===== config.mk =====
export PLATFORM = sky130hd
export DESIGN_NAME = sw_serial_reader
export DESIGN_NICKNAME = d
export VERILOG_FILES = /design/src/rtl/sw_serial_reader.sv
export SDC_FILE = /design/constraint.sdc
export NUM_CORES = 1
export LEC_CHECK = 0
export BUFFER_PORTS_ARGS = -buffer_cell sky130_fd_sc_hd__buf_2
export CAP_MARGIN = 0
export CORE_MARGIN = 3
export CORE_UTILIZATION = 30
export CTS_BUF_LIST = sky130_fd_sc_hd__clkbuf_8
export CTS_CLUSTER_SIZE = 16
export DETAILED_ROUTE_END_ITERATION = 7
export GPL_TIMING_DRIVEN = 0
export PLACE_DENSITY = 0.52
export SETUP_SLACK_MARGIN = 0.2
export SLEW_MARGIN = 20
export SYNTH_ARGS = -nofsm -noshare
export SYNTH_HDL_FRONTEND = slang
export SYNTH_SLANG_ARGS = --single-unit

===== constraint.sdc =====
create_clock -name clk -period 3.65 [get_ports clk]
set_input_delay 0.365 -clock clk [delete_from_list [all_inputs] [get_ports clk]]
set_output_delay 0.365 -clock clk [all_outputs]
set_load 0.05 [all_outputs]

===== src/rtl/sw_serial_reader.sv =====
// -----------------------------------------------------------------------------
// sw_serial_reader
//
// Read-side controller for the board's 74HC165-style switch/button chain.
// Each scan parallel-loads the external chain, clocks WIDTH bits in MSB first
// and latches the snapshot into a CPU-readable register. A sticky change flag
// (bit 31 of rdata) is set whenever a scan returns a value different from the
// previous snapshot, and is cleared by a bus write of 1 to bit 31 (byte lane 3).
//
// Parameters
//   CLK_DIV   system cycles per sr_clk half-period and per load pulse (4..255)
//   WIDTH     number of bits in the external chain (1..31)
//
// Ports
//   clk        system clock
//   rst        synchronous, active-high reset
//   en         scan enable; scans repeat back-to-back while high
//   we         byte write enables from the bus
//   wdata      bus write data (only bit 31 with we[3] has an effect)
//   rdata      {chg, zeros, data[WIDTH-1:0]}
//   sr_dat     serial data from the chain (asynchronous to clk)
//   sr_clk     shift clock to the chain
//   sr_load_n  parallel-load strobe to the chain, active low
//   busy       high while a scan is in progress
//   finish     one-cycle pulse in the cycle the snapshot is updated
// -----------------------------------------------------------------------------
module sw_serial_reader #(
    parameter int CLK_DIV = 8,
    parameter int WIDTH   = 16
) (
    input  logic        clk,
    input  logic        rst,
    input  logic        en,
    input  logic [3:0]  we,
    input  logic [31:0] wdata,
    output logic [31:0] rdata,
    input  logic        sr_dat,
    output logic        sr_clk,
    output logic        sr_load_n,
    output logic        busy,
    output logic        finish
);

    localparam logic [7:0] DIV_LAST = 8'(CLK_DIV - 1);
    localparam logic [4:0] BIT_LAST = 5'(WIDTH - 1);

    typedef enum logic [2:0] {
        S_IDLE,
        S_LOAD,
        S_SHIFT_LO,
        S_SHIFT_HI,
        S_DONE
    } state_t;

    state_t             state_q, state_d;
    logic [7:0]         div_cnt_q, div_cnt_d;
    logic [4:0]         bit_cnt_q, bit_cnt_d;
    logic [WIDTH-1:0]   shreg_q, shreg_d;
    logic [WIDTH-1:0]   data_q, data_d;
    logic               chg_q, chg_d;
    logic               sync1_q, sync2_q;
    logic               sr_clk_q, sr_load_n_q, busy_q, finish_q;
    logic [WIDTH-1:0]   shreg_shifted;

    // Shift left, new bit enters at the LSB. Built bit by bit so that the
    // single-bit chain needs no special case.
    assign shreg_shifted[0] = sync2_q;
    generate
        for (genvar gi = 1; gi < WIDTH; gi++) begin : g_shift
            assign shreg_shifted[gi] = shreg_q[gi-1];
        end
    endgenerate

    wire div_last = (div_cnt_q == DIV_LAST);

    always_comb begin
        state_d   = state_q;
        div_cnt_d = div_cnt_q;
        bit_cnt_d = bit_cnt_q;
        shreg_d   = shreg_q;
        data_d    = data_q;
        chg_d     = chg_q;

        // Clear first so a DONE-cycle set below overrides a same-cycle clear.
        if (we[3] && wdata[31]) begin
            chg_d = 1'b0;
        end

        case (state_q)
            S_IDLE: begin
                if (en) begin
                    state_d   = S_LOAD;
                    div_cnt_d = 8'd0;
                end
            end
            S_LOAD: begin
                if (div_last) begin
                    state_d   = S_SHIFT_LO;
                    bit_cnt_d = 5'd0;
                    div_cnt_d = 8'd0;
                end else begin
                    div_cnt_d = div_cnt_q + 8'd1;
                end
            end
            S_SHIFT_LO: begin
                // Sample at the very end of the low phase: the chain output
                // has been settled for the whole phase by then.
                if (div_last) begin
                    shreg_d   = shreg_shifted;
                    state_d   = S_SHIFT_HI;
                    div_cnt_d = 8'd0;
                end else begin
                    div_cnt_d = div_cnt_q + 8'd1;
                end
            end
            S_SHIFT_HI: begin
                if (div_last) begin
                    div_cnt_d = 8'd0;
                    if (bit_cnt_q == BIT_LAST) begin
                        state_d = S_DONE;
                    end else begin
                        bit_cnt_d = bit_cnt_q + 5'd1;
                        state_d   = S_SHIFT_LO;
                    end
                end else begin
                    div_cnt_d = div_cnt_q + 8'd1;
                end
            end
            S_DONE: begin
                data_d = shreg_q;
                if (shreg_q != data_q) begin
                    chg_d = 1'b1;
                end
                state_d = S_IDLE;
            end
            default: begin
                state_d = S_IDLE;
            end
        endcase
    end

    always_ff @(posedge clk) begin
        if (rst) begin
            state_q     <= S_IDLE;
            div_cnt_q   <= '0;
            bit_cnt_q   <= '0;
            shreg_q     <= '0;
            data_q      <= '0;
            chg_q       <= 1'b0;
            sync1_q     <= 1'b0;
            sync2_q     <= 1'b0;
            sr_clk_q    <= 1'b0;
            sr_load_n_q <= 1'b1;
            busy_q      <= 1'b0;
            finish_q    <= 1'b0;
        end else begin
            state_q     <= state_d;
            div_cnt_q   <= div_cnt_d;
            bit_cnt_q   <= bit_cnt_d;
            shreg_q     <= shreg_d;
            data_q      <= data_d;
            chg_q       <= chg_d;
            sync1_q     <= sr_dat;
            sync2_q     <= sync1_q;
            // Pin outputs are decoded from the next state so that each flop
            // is exactly aligned with the state it belongs to.
            sr_clk_q    <= (state_d == S_SHIFT_HI);
            sr_load_n_q <= (state_d != S_LOAD);
            busy_q      <= (state_d != S_IDLE);
            finish_q    <= (state_d == S_DONE);
        end
    end

    assign rdata     = {chg_q, 31'(data_q)};
    assign sr_clk    = sr_clk_q;
    assign sr_load_n = sr_load_n_q;
    assign busy      = busy_q;
    assign finish    = finish_q;

endmodule


Yosys cells after proc, flatten, opt, wreduce, memory -nomap -nowiden
Index checks and enable logic that the tools add are counted.
W data, S select, Z words.
- equality and inequality tests: 14
- reduce and logical (&&, ||, !) cells: 9
- multiplexer cells: 16
- $add $sub $neg: 2
- operators with widths (operator ; count):
    $mux W8 ; 2
    $ne A16 B16 Y1 ; 1
    $pmux W8 S2 ; 1
    $mux W3 ; 5
    $mux W5 ; 3
    $pmux W3 S4 ; 1
    $pmux W5 S2 ; 1
    $eq A3 B2 Y1 const B ; 3
    $add A8 B1 Y8 const B ; 1
    $eq A8 B3 Y1 const B ; 1
    $ne A2 B2 Y1 const B ; 4
    $eq A3 B3 Y1 const B ; 2
    $add A5 B1 Y5 const B ; 1
    $eq A5 B4 Y1 const B ; 1
    $reduce_and A2 Y1 ; 2
    $reduce_and A4 Y1 ; 1
    $reduce_bool A2 Y1 ; 2
    $eq A3 B1 Y1 const B ; 1
    $logic_not A3 Y1 ; 1
    $mux W1 ; 3
    $ne A3 B1 Y1 const B ; 1
    $reduce_bool A3 Y1 ; 1
    $reduce_or A3 Y1 ; 1
    $logic_and A1 B1 Y1 ; 1
- input port bits: 40
- flip-flop bits (word level): 55
- output and inout bits: 36

Logic depth before layout (Yosys ltp)
Gate-level depths: netlist of the first run.
- depth in word-level cells: 5
- mapped depth: 7

Least setup slack after synthesis of the first run
No wires, ideal clock.
- kind: reg2reg
- from: reg div_cnt_q[0]
- to: reg shreg_q[6]
- buffers on the path: 2
- slack: 2.033 ns
- required time: 3.522 ns
- clock period less this slack: 1.617 ns
- setup time: 0.128 ns
- stages on the path, launching flop included: 8
- arrival: 1.489 ns
- cell sequence: dfxtp_1 > ha_1 > and4bb_4 > and4_1 > buf_6 > buf_12 > mux2i_1 > nor2_1
- cells in the longest elaborated chain, start to end: 2
- RTL lines (element ; line ; RTL):
    start, declared ; 56 ; logic [7:0] div_cnt_q, div_cnt_d;
    start signal, assigned ; 158 ; div_cnt_q <= div_cnt_d;
    $eq A8 B3 Y1 ; 74 ; wire div_last = (div_cnt_q == DIV_LAST);
    $reduce_and A2 Y1 (no source line) ; n/a ;
    end signal, assigned ; 160 ; shreg_q <= shreg_d;
    end, declared ; 58 ; logic [WIDTH-1:0] shreg_q, shreg_d;
Every way passes these cells.
A chain may end at the register's enable or synchronous reset.

Worst setup path after layout of the first run
- from: reg div_cnt_q[0]
- to: reg shreg_q[14]
The elaborated chain is that of the path after synthesis.

==> metrics.md, run 1 <==
| Metric | Value |
|---|---|
| Unrepaired setup endpoints after global routing | `no` |
| DR WL/cell | `12.30 um` |
| Initial Util | `0.3177` |
| Total track usage | `0.1129` |
| Switch Pwr | `0.2777 mW` |
| Min Tclk post-route | `1.819 ns` |
| Worst-skew pair later-pin latency | `0.32 ns` |
| First-pass GRT wire length | `8907 um` |
| Via count | `1977` |
| Vias per cell | `4.566` |
| Layout overhead on the synthesized area | `16.86%` |
| Mapped Cells | `284` |
| Sequential Power Share | `0.535` |
| Fin nets | `373` |
| Worst Hold Depth | `2` |
| Total area of sequential cells | `0.001101 mm2` |
| Crit-path cells | `ha_1, and4bb_4, and4_1, buf_6, buf_12, mux2i_1, nor2_1` |
| Worst Skew | `0.01785 ns` |
| First-pass DRT Iterations | `4` |
| Post-CTS sizing | `0` |
| Post-synthesis compound-gate area fraction | `0.1043` |
| CTS tree | `built` |
| Sequential share of the synthesized area | `0.4350` |
| Critical Path RT | `3.84 ns` |
| Port Buffers | `25` |
| Final Max Tran Viols | `0` |
| Grt ovf | `0` |
| R2R cell count | `7` |
| CTS Sinks | `55` |
| Post-synthesis mux area share | `0.06723` |
| F_max | `0.5498 GHz` |
| CTS clk-pin slew, worst paths | `0.10 ns` |
| Logic pwr share | `0.084` |
| Setup Buffers After CTS | `0` |
| DP HPWL | `3844 um` |
| Worst slew margin | `0.6335` |
| Die ar. | `0.009576 mm2` |
| Max rail drop VDD | `0.0001373 V` |
| Max incr delay on CP | `0.39 ns` |
| Setup violators final | `0` |
| Final number of hold-violating endpoints | `0` |
| Asr flop ratio synth | `0` |
| Final period util | `0.4984` |
| Clock share of power | `0.381` |
| CP Capture Type | `flip-flop` |
| Number of distinct library cells after synthesis | `47` |
| Switching share of power | `0.2448` |
| Antenna Cells | `0` |
| Synth Area in Adders | `0.01483` |
| CTS Hold Bufs | `0` |
| Leak | `1.125 nW` |
| Die height | `97.86 um` |
| DRC | `0` |
| Routed Antenna Nets | `0` |
| Status | `finished, final reports clean` |
| Synth Area in Simple Gates | `0.2299` |
| Num rows | `32` |
| Die Span X | `97.86 um` |
| Layout cell share with drive strength beyond 1 | `0.2054` |
| Post-synth EDFFs | `0` |
| Mean Syn Cell Area | `8.913 um2` |
| Crit Path Category | `reg2reg` |
| Max-cap violations | `0` |
| Final Non-Filler Cells | `433` |
| CP Max Fanout | `10` |
| Mapped Area | `0.002531 mm2` |
| Slew of the pin with the lowest slew margin | `0.5497 ns` |
| Initial antenna violation count | `0` |
| Slowest-stage cell, CP | `dfxtp_1` |
| CTS HTree Levels | `2` |
| Yosys warning total | `0` |
| Total negative slack | `0 ns` |
| Detailed Route WL | `5324 um` |
| Max clock buf depth | `2` |
| Core area | `0.007968 mm2` |
| Vias in the first global route | `1838` |
| Critical Path Source Type | `flip-flop` |
| Most common flop cell mapped by yosys | `dfxtp_1` |
| Arr. time, crit path | `2.01 ns` |
| Yosys reg bits | `55` |
| Cts bufs inserted | `5` |
| Worst hold path class | `in2reg` |
| Final Wtd Congestion | `0.7655` |
| Root Buffer | `clkbuf_8` |
| Internal | `0.8567 mW` |
| Area occupied by multi-input gates | `0.001259 mm2` |
| Largest family of logic cells by synthesized area | `simple AND/OR/NAND/NOR gates` |
| Boundary Pins | `76` |
| Fill cell count | `834` |
| Largest net degree at the start of global routing | `18` |
| Pwr dens | `383.5 mW/mm2` |
| Iteration-0 DRC Markers | `97` |
| XOR/XNOR Fraction of Synth Area | `0.05882` |
| Cells after DPL | `425` |
flip-flops by register name, summed over array words and instances, names as in the netlist:
name / cells
busy: 1
sr_load_n: 1
shreg_q: 16
sync2_q: 1
chg_q: 1
sync1_q: 1
finish: 1
data_q: 16
bit_cnt_q: 5
div_cnt_q: 8
state_q: 3
sr_clk: 1
cells by family (layout without fill, tap and decap cells):
logic type	count (synthesis)	after routing
simple gates	114	114
flops	55	55
compound gates	43	43
buf+inv	34	67
xor+xnor	17	17
mux	17	17
fa+ha+maj	3	3
other cells	1	15
through the flow:
step                      hold WS (ns)  utilization  worst slack, ns  cell area [um2]  power (mW)
final                           0.2665       0.3712            1.831             2958       1.134
after global routing            0.2951       0.3712            1.677             2958       1.186
after CTS                       0.2640       0.3712            1.836             2958       1.148
after detailed placement        0.4356       0.3560            1.813             2836      0.7161
after global placement          0.4282       0.3560            1.834             2836      0.7157
after floorplan                 0.4138            -            2.033             2584      0.7014
synthesized netlist by cell type, types with 5 or more instances:
master	n	area, um2
dfxtp_1	55	1101
nand2_1	45	168.9
nor2_1	24	90.09
a21oi_1	23	115.1
mux2i_1	17	170.2
xnor2_1	17	148.9
buf_4	16	120.1
clkbuf_1	7	26.28
and3_1	6	37.54
nand4_1	5	31.28
o21ai_0	5	25.02
final cells by class:
type / instances / share of cell area
multi-input cells: 209 / 0.4256
repair buffers: 25 / 0.04230
well taps: 102 / 0.04315
plain buffers: 30 / 0.07064
clock inverters: 2 / 0.01311
clock buffers: 6 / 0.02792
flip-flops and latches: 55 / 0.3723
inverters: 4 / 0.005076
power by group through the flow:
stage               clock network [mW]  registers [mW]  logic (mW)
CTS                              0.446           0.607      0.0955
finish                           0.432           0.607      0.0955
detailed placement                   0           0.621      0.0954
global route                     0.475           0.607       0.103
floorplan                            0           0.626      0.0750
global placement                     0           0.621      0.0951
layer usage:
metal / part of all wire / global-route usage / routed length, um / up-vias
li1: - / - / - / 1032
met1: 0.49 / 0.1505 / 2629 / 900
met2: 0.45 / 0.1812 / 2394 / 38
met3: 0.039 / 0.02000 / 208 / 7
met4: 0.017 / 0.04473 / 92 / 0
met5: 0 / 0 / 0 / -
worst max-delay path, delay by kind of cell, from the launching register on:
family                     cells  cell delay, ns
and+or+nand+nor                3            0.56
DFF                            1            0.39
buffers and inverters          2            0.31
adders and majority gates      1            0.24
muxes                          1            0.19
worst paths after layout:
check                                   from           to  slack [ns]
worst max register to register  div_cnt_q[0]  shreg_q[14]        1.83
worst min register to register       sync1_q      sync2_q        0.45
worst min-delay path                  sr_dat      sync1_q        0.27
worst max-delay path            div_cnt_q[0]  shreg_q[14]        1.83
cells in the final DEF, fill, tap and decap left out, drive strengths merged:
| cell type | instances |
|---|---|
| a211oi | 1 |
| a21boi | 1 |
| a21oi | 23 |
| a22oi | 1 |
| a311oi | 4 |
| a31o | 1 |
| a31oi | 2 |
| a41oi | 1 |
| and2 | 3 |
| and3 | 8 |
| and4 | 2 |
| and4bb | 1 |
| buf | 48 |
| bufinv | 1 |
| clkbuf | 13 |
| conb | 15 |
| dfxtp | 55 |
| ha | 3 |
| inv | 5 |
| mux2i | 17 |
| nand2 | 45 |
| nand2b | 4 |
| nand3 | 4 |
| nand3b | 2 |
| nand4 | 5 |
| nand4b | 2 |
| nor2 | 24 |
| nor2b | 3 |
| nor3 | 4 |
| nor4 | 3 |
| nor4b | 1 |
| o211ai | 1 |
| o21ai | 6 |
| o21bai | 1 |
| o31ai | 1 |
| or2 | 1 |
| or3b | 2 |
| xnor2 | 17 |
(Power assumes the default switching activity.)
==> run 2, diff against run 1 <==
==> constraint.sdc (replaced) <==
create_clock -name clk -period 1.7 [get_ports clk]
set_input_delay 0.17 -clock clk [delete_from_list [all_inputs] [get_ports clk]]
set_output_delay 0.17 -clock clk [all_outputs]
set_load 0.05 [all_outputs]
==> run 2 against run 1 <==
Net effect:
- first-iteration DRC count decreased by 6.2%
- cell area is 7.6% higher
- cell count up 3.5%
- non-clock buffer count increased by 15
- power rose by 100%
- die area unchanged
- fmax grew 14%
- critical path type unchanged
==> metrics.md, run 2 (same netlist as run 1, synthesis figures left out) <==
| Metric | Value |
|---|---|
| Critical Path RT | `1.94 ns` |
| Hold slack final | `0.08491 ns` |
| Arr. time, crit path | `1.84 ns` |
| DR WL/cell | `12.40 um` |
| Final period util | `0.9426` |
| CP Max Fanout | `3` |
| Status | `finished, final reports clean` |
| CTS HTree Levels | `2` |
| Worst hold path class | `in2reg` |
| Largest net degree at the start of global routing | `18` |
| Die Span X | `97.86 um` |
| Max rail drop VDD | `0.0002869 V` |
| Pre-CTS WS | `-0.03625 ns` |
| Unrepaired setup endpoints after global routing | `yes` |
| Cts bufs inserted | `5` |
| Vias in the first global route | `1846` |
| Leak | `1.212 nW` |
| Most frequent cells in the layout | `dfxtp_1 (48), nand2_1 (44), buf_4 (28)` |
| Layout overhead on the synthesized area | `25.75%` |
| Crit Path Category | `reg2reg` |
| Max-cap violations | `0` |
| Die ar. | `0.009576 mm2` |
| Detailed Route WL | `5554 um` |
| Die height | `97.86 um` |
| Vias per cell | `4.567` |
| Worst Skew | `0.01025 ns` |
| Reg2reg setup slack | `0.1 ns` |
| First-pass GRT wire length | `9232 um` |
| Routed Antenna Nets | `0` |
| Fin area | `0.003183 mm2` |
| Core area | `0.007968 mm2` |
| Total negative slack | `0 ns` |
| Num rows | `32` |
| Critical Path Source Type | `flip-flop` |
| Initial Util | `0.3177` |
| Worst-skew pair later-pin latency | `0.31 ns` |
| Most common cell after layout, fill and taps aside | `dfxtp_1` |
| Worst slew margin | `0.6006` |
| Min Tclk post-route | `1.602 ns` |
| CTS clk-pin slew, worst paths | `0.10 ns` |
| Final number of hold-violating endpoints | `0` |
| Final Wtd Congestion | `0.7678` |
| Registers with the most flip-flops | `data_q (16), shreg_q (16), div_cnt_q (8)` |
| Port Buffers | `25` |
| Layout cell share with drive strength beyond 1 | `0.3006` |
| First-pass DRT Iterations | `4` |
| Initial antenna violation count | `0` |
| CTS Sinks | `55` |
| Final worst slack | `0.09759 ns` |
| Boundary Pins | `76` |
| CP Capture Type | `flip-flop` |
| Via count | `2046` |
| Antenna Cells | `0` |
| Slew of the pin with the lowest slew margin | `0.5991 ns` |
| Fin nets | `388` |
| CTS tree | `built` |
| Grt ovf | `0` |
| Total track usage | `0.1161` |
| Setup violators final | `0` |
| DRC | `0` |
| Placed Area | `0.002854 mm2` |
| Iteration-0 DRC Markers | `91` |
| Final Max Tran Viols | `0` |
| Root Buffer | `clkbuf_8` |
| F_max | `0.6241 GHz` |
| Max clock buf depth | `2` |
| DP HPWL | `3820 um` |
| Pwr dens | `712.5 mW/mm2` |
==> run 2: changes by cell type in the layout (fill, tap and decap cells not counted), sizes merged <==
cell	before	now
clkinvlp	0	1
inv	5	6
bufinv	1	0
buf	48	62
==> run 2: final timing paths <==
kind	depth (start not counted)	to	start
worst max register to register	5	div_cnt_q[5]	div_cnt_q[0]
worst min-delay path	2	sync1_q	sr_dat
worst min register to register	2	bit_cnt_q[4]	bit_cnt_q[4]
worst max-delay path	5	div_cnt_q[5]	div_cnt_q[0]
==> run 2: cell type report <==
cell class                      instances  area, um2
Inverter                                4      15.01
Multi-Input combinational cell        209       1350
Buffer                                 30      225.2
Clock buffer                            5      68.82
Fill cell                             806       4785
Timing Repair Buffer                   40      261.5
Sequential cell                        55       1115
Tap cell                              102      127.6
Clock inverter                          3      20.02
==> run 2: repair_timing <==
action | CTS | global route
hold buffers | 0 | 0
setup endpoints to repair | 39 | 43
setup buffers | 11 | 4
resized for setup | 17 | 25
hold endpoints to repair | 0 | 0
pin swaps | 9 | 8
==> run 2: power by group <==
group          switching [mW]  total (mW)  internal [mW]
Sequential            0.00467        1.30           1.30
Clock                   0.437       0.728          0.291
Combinational           0.162       0.239         0.0771
Total                   0.603        2.27           1.66
==> run 2: critical path, cell delays in order, from the launching register on <==
cell and delay (ns):
dfxtp_4 0.36, ha_4 0.16, and4bb_4 0.21, a211oi_4 0.27, or3b_1 0.38, a31oi_1 0.16
==> run 2: per-stage QoR <==
stage | power [mW] | utilization | instances
global placement | 1.539 | 0.3582 | 425
global route | 2.378 | 0.3995 | 448
CTS | 2.292 | 0.3879 | 444
floorplan | 1.508 | - | 298
detailed placement | 1.542 | 0.3582 | 425
finish | 2.268 | 0.3995 | 448
==> run 2: routing by layer <==
metal,vias up,track usage,part of all wire
met5,-,0,0
met4,0,0.03834,0.015
met3,7,0.02071,0.034
met2,39,0.1743,0.44
met1,939,0.1678,0.51
li1,1061,-,-
==> run 3, diff against run 2 <==
--- a/config.mk
+++ b/config.mk
@@ -9,7 +9,6 @@
 export CAP_MARGIN = 0
 export CORE_MARGIN = 3
 export CORE_UTILIZATION = 30
-export CTS_BUF_LIST = sky130_fd_sc_hd__clkbuf_8
 export CTS_CLUSTER_SIZE = 16
 export DETAILED_ROUTE_END_ITERATION = 7
 export GPL_TIMING_DRIVEN = 0
==> run 3 against run 2 <==
Net effect:
- die area unchanged
- via count unchanged
- cell area is the same
- first-iteration DRC count unchanged
- critical path depth did not move
- sequential share of layout area unchanged
- setup slack about the same
- routed wire length is 0.11% lower
- utilization unchanged
- combinational power barely moved
- sequential power about the same
- clock skew hardly changed
==> metrics.md, run 3 (same netlist as run 1, synthesis figures left out) <==
| Metric | Value |
|---|---|
| Min Tclk post-route | `1.602 ns` |
| Layout overhead on the synthesized area | `25.75%` |
| DRC | `0` |
| Port Buffers | `25` |
| Grt ovf | `0` |
| Worst Skew | `0.01050 ns` |
| Antenna Cells | `0` |
| Die ar. | `0.009576 mm2` |
| Hold path endpoint | `sync1_q` |
| Fin nets | `388` |
| Min-delay src | `sr_dat` |
| Layout cell share with drive strength beyond 1 | `0.3006` |
| Final Wtd Congestion | `0.7678` |
| F_max | `0.6241 GHz` |
| Detailed Route WL | `5548 um` |
| Pwr dens | `714.5 mW/mm2` |
| Final period util | `0.9426` |
| Total track usage | `0.1161` |
| R2R cell count | `5` |
| Final Max Tran Viols | `0` |
| Iteration-0 DRC Markers | `91` |
| Fill cell count | `806` |
| Arr. time, crit path | `1.84 ns` |
| Registers with the most flip-flops | `data_q (16), shreg_q (16), div_cnt_q (8)` |
| Final number of hold-violating endpoints | `0` |
| Reg2reg setup slack | `0.1 ns` |
| Worst slew margin | `0.6006` |
| Largest net degree at the start of global routing | `18` |
| Area occupied by multi-input gates | `0.001350 mm2` |
| Crit Path Category | `reg2reg` |
| Vias in the first global route | `1846` |
| CTS HTree Levels | `2` |
| DR WL/cell | `12.38 um` |
| Worst hold path class | `in2reg` |
| CTS tree | `built` |
| Worst Hold Depth | `2` |
| Worst R2R End | `div_cnt_q[5]` |
| First-pass GRT wire length | `9232 um` |
| Critical Path RT | `1.94 ns` |
| Cts bufs inserted | `5` |
| Num rows | `32` |
| Most frequent cells in the layout | `dfxtp_1 (48), nand2_1 (44), buf_4 (28)` |
| Placed Area | `0.002854 mm2` |
| Max clock buf depth | `2` |
| Core area | `0.007968 mm2` |
| Max-cap violations | `0` |
| Routed Antenna Nets | `0` |
| Worst-skew pair later-pin latency | `0.31 ns` |
| CP Max Fanout | `3` |
| Status | `finished, final reports clean` |
| Setup violators final | `0` |
| Leak | `1.207 nW` |
| Initial Util | `0.3177` |
| Total area of sequential cells | `0.001115 mm2` |
| First-pass DRT Iterations | `4` |
| Final Power | `2.274 mW` |
| Start of the worst register-to-register path | `div_cnt_q[0]` |
| Vias per cell | `4.567` |
| CTS clk-pin slew, worst paths | `0.10 ns` |
| Most common cell after layout, fill and taps aside | `dfxtp_1` |
| CTS Hold Bufs | `0` |
| Critical Path Source Type | `flip-flop` |
| Die Span X | `97.86 um` |
| Via count | `2046` |
| Unrepaired setup endpoints after global routing | `yes` |
| Slew of the pin with the lowest slew margin | `0.5991 ns` |
| DP HPWL | `3820 um` |
| Max rail drop VDD | `0.0002876 V` |
| CP Capture Type | `flip-flop` |
| Hold slack final | `0.08495 ns` |
| Initial antenna violation count | `0` |
| Die height | `97.86 um` |
| Boundary Pins | `76` |
| Fin area | `0.003183 mm2` |
| Root Buffer | `clkbuf_8` |
| CTS Sinks | `55` |
-- run 3: changes by cell type in the layout (fill, tap and decap cells not counted), sizes merged --
cell,change
clkbuf,+1
inv,-1
-- run 3: metal layers --
layer	vias up	wire length (um)	part of all wire	track usage
met5	-	0	0	0
met4	0	82	0.015	0.03834
li1	1061	-	-	-
met2	37	2425	0.44	0.1743
met3	7	178	0.032	0.02071
met1	941	2862	0.52	0.1678
-- run 3: worst max-delay path by stage --
stage,start,to,slack (ns),depth (start not counted)
3_5_place_dp,state_q[0],chg_q,-0.04,5
6_report,div_cnt_q[0],div_cnt_q[5],0.1,5
5_1_grt,div_cnt_q[0],shreg_q[15],0.004,7
4_1_cts,div_cnt_q[0],div_cnt_q[5],0.09,7
2_1_floorplan,div_cnt_q[1],shreg_q[6],0.16,7
3_3_place_gp,state_q[2],data_q[11],-0.02,6
-- run 3: report_power, final --
| group | internal [mW] | leakage, nW | switching, mW |
|---|---|---|---|
| clock | 0.297 | 0.0418 | 0.437 |
| combinational | 0.0771 | 0.717 | 0.162 |
| sequential | 1.30 | 0.448 | 0.00467 |
-- run 3: area by class of cell --
type | count | share of cell area
multi-input cells | 209 | 0.4241
inverters | 4 | 0.004717
clock inverters | 2 | 0.005110
plain buffers | 30 | 0.07075
clock buffers | 6 | 0.02280
flip-flops and latches | 55 | 0.3502
repair buffers | 40 | 0.08215
well taps | 102 | 0.04009
-- run 3: metrics by stage --
step                      setup WS, ns   TNS, ns  std cells  utilization
after floorplan                 0.1576         0        298            -
after global placement        -0.02393   -0.1450        425       0.3582
after detailed placement      -0.03625  -0.06396        425       0.3582
after CTS                      0.09322         0        444       0.3879
after global routing          0.004165         0        448       0.3995
final                          0.09761         0        448       0.3995
-- run 3: repair_timing --
action / in CTS / in global routing
cloned: 0 / 0
setup buffers: 11 / 4
setup endpoints to repair: 39 / 43
gates resized for setup: 17 / 25
pin swaps: 9 / 8
-- run 3: critical path, stage by stage, from the launching register on --
cell and delay [ns]:
dfxtp_4 0.36, ha_4 0.16, and4bb_4 0.21, a211oi_4 0.27, or3b_1 0.38, a31oi_1 0.16
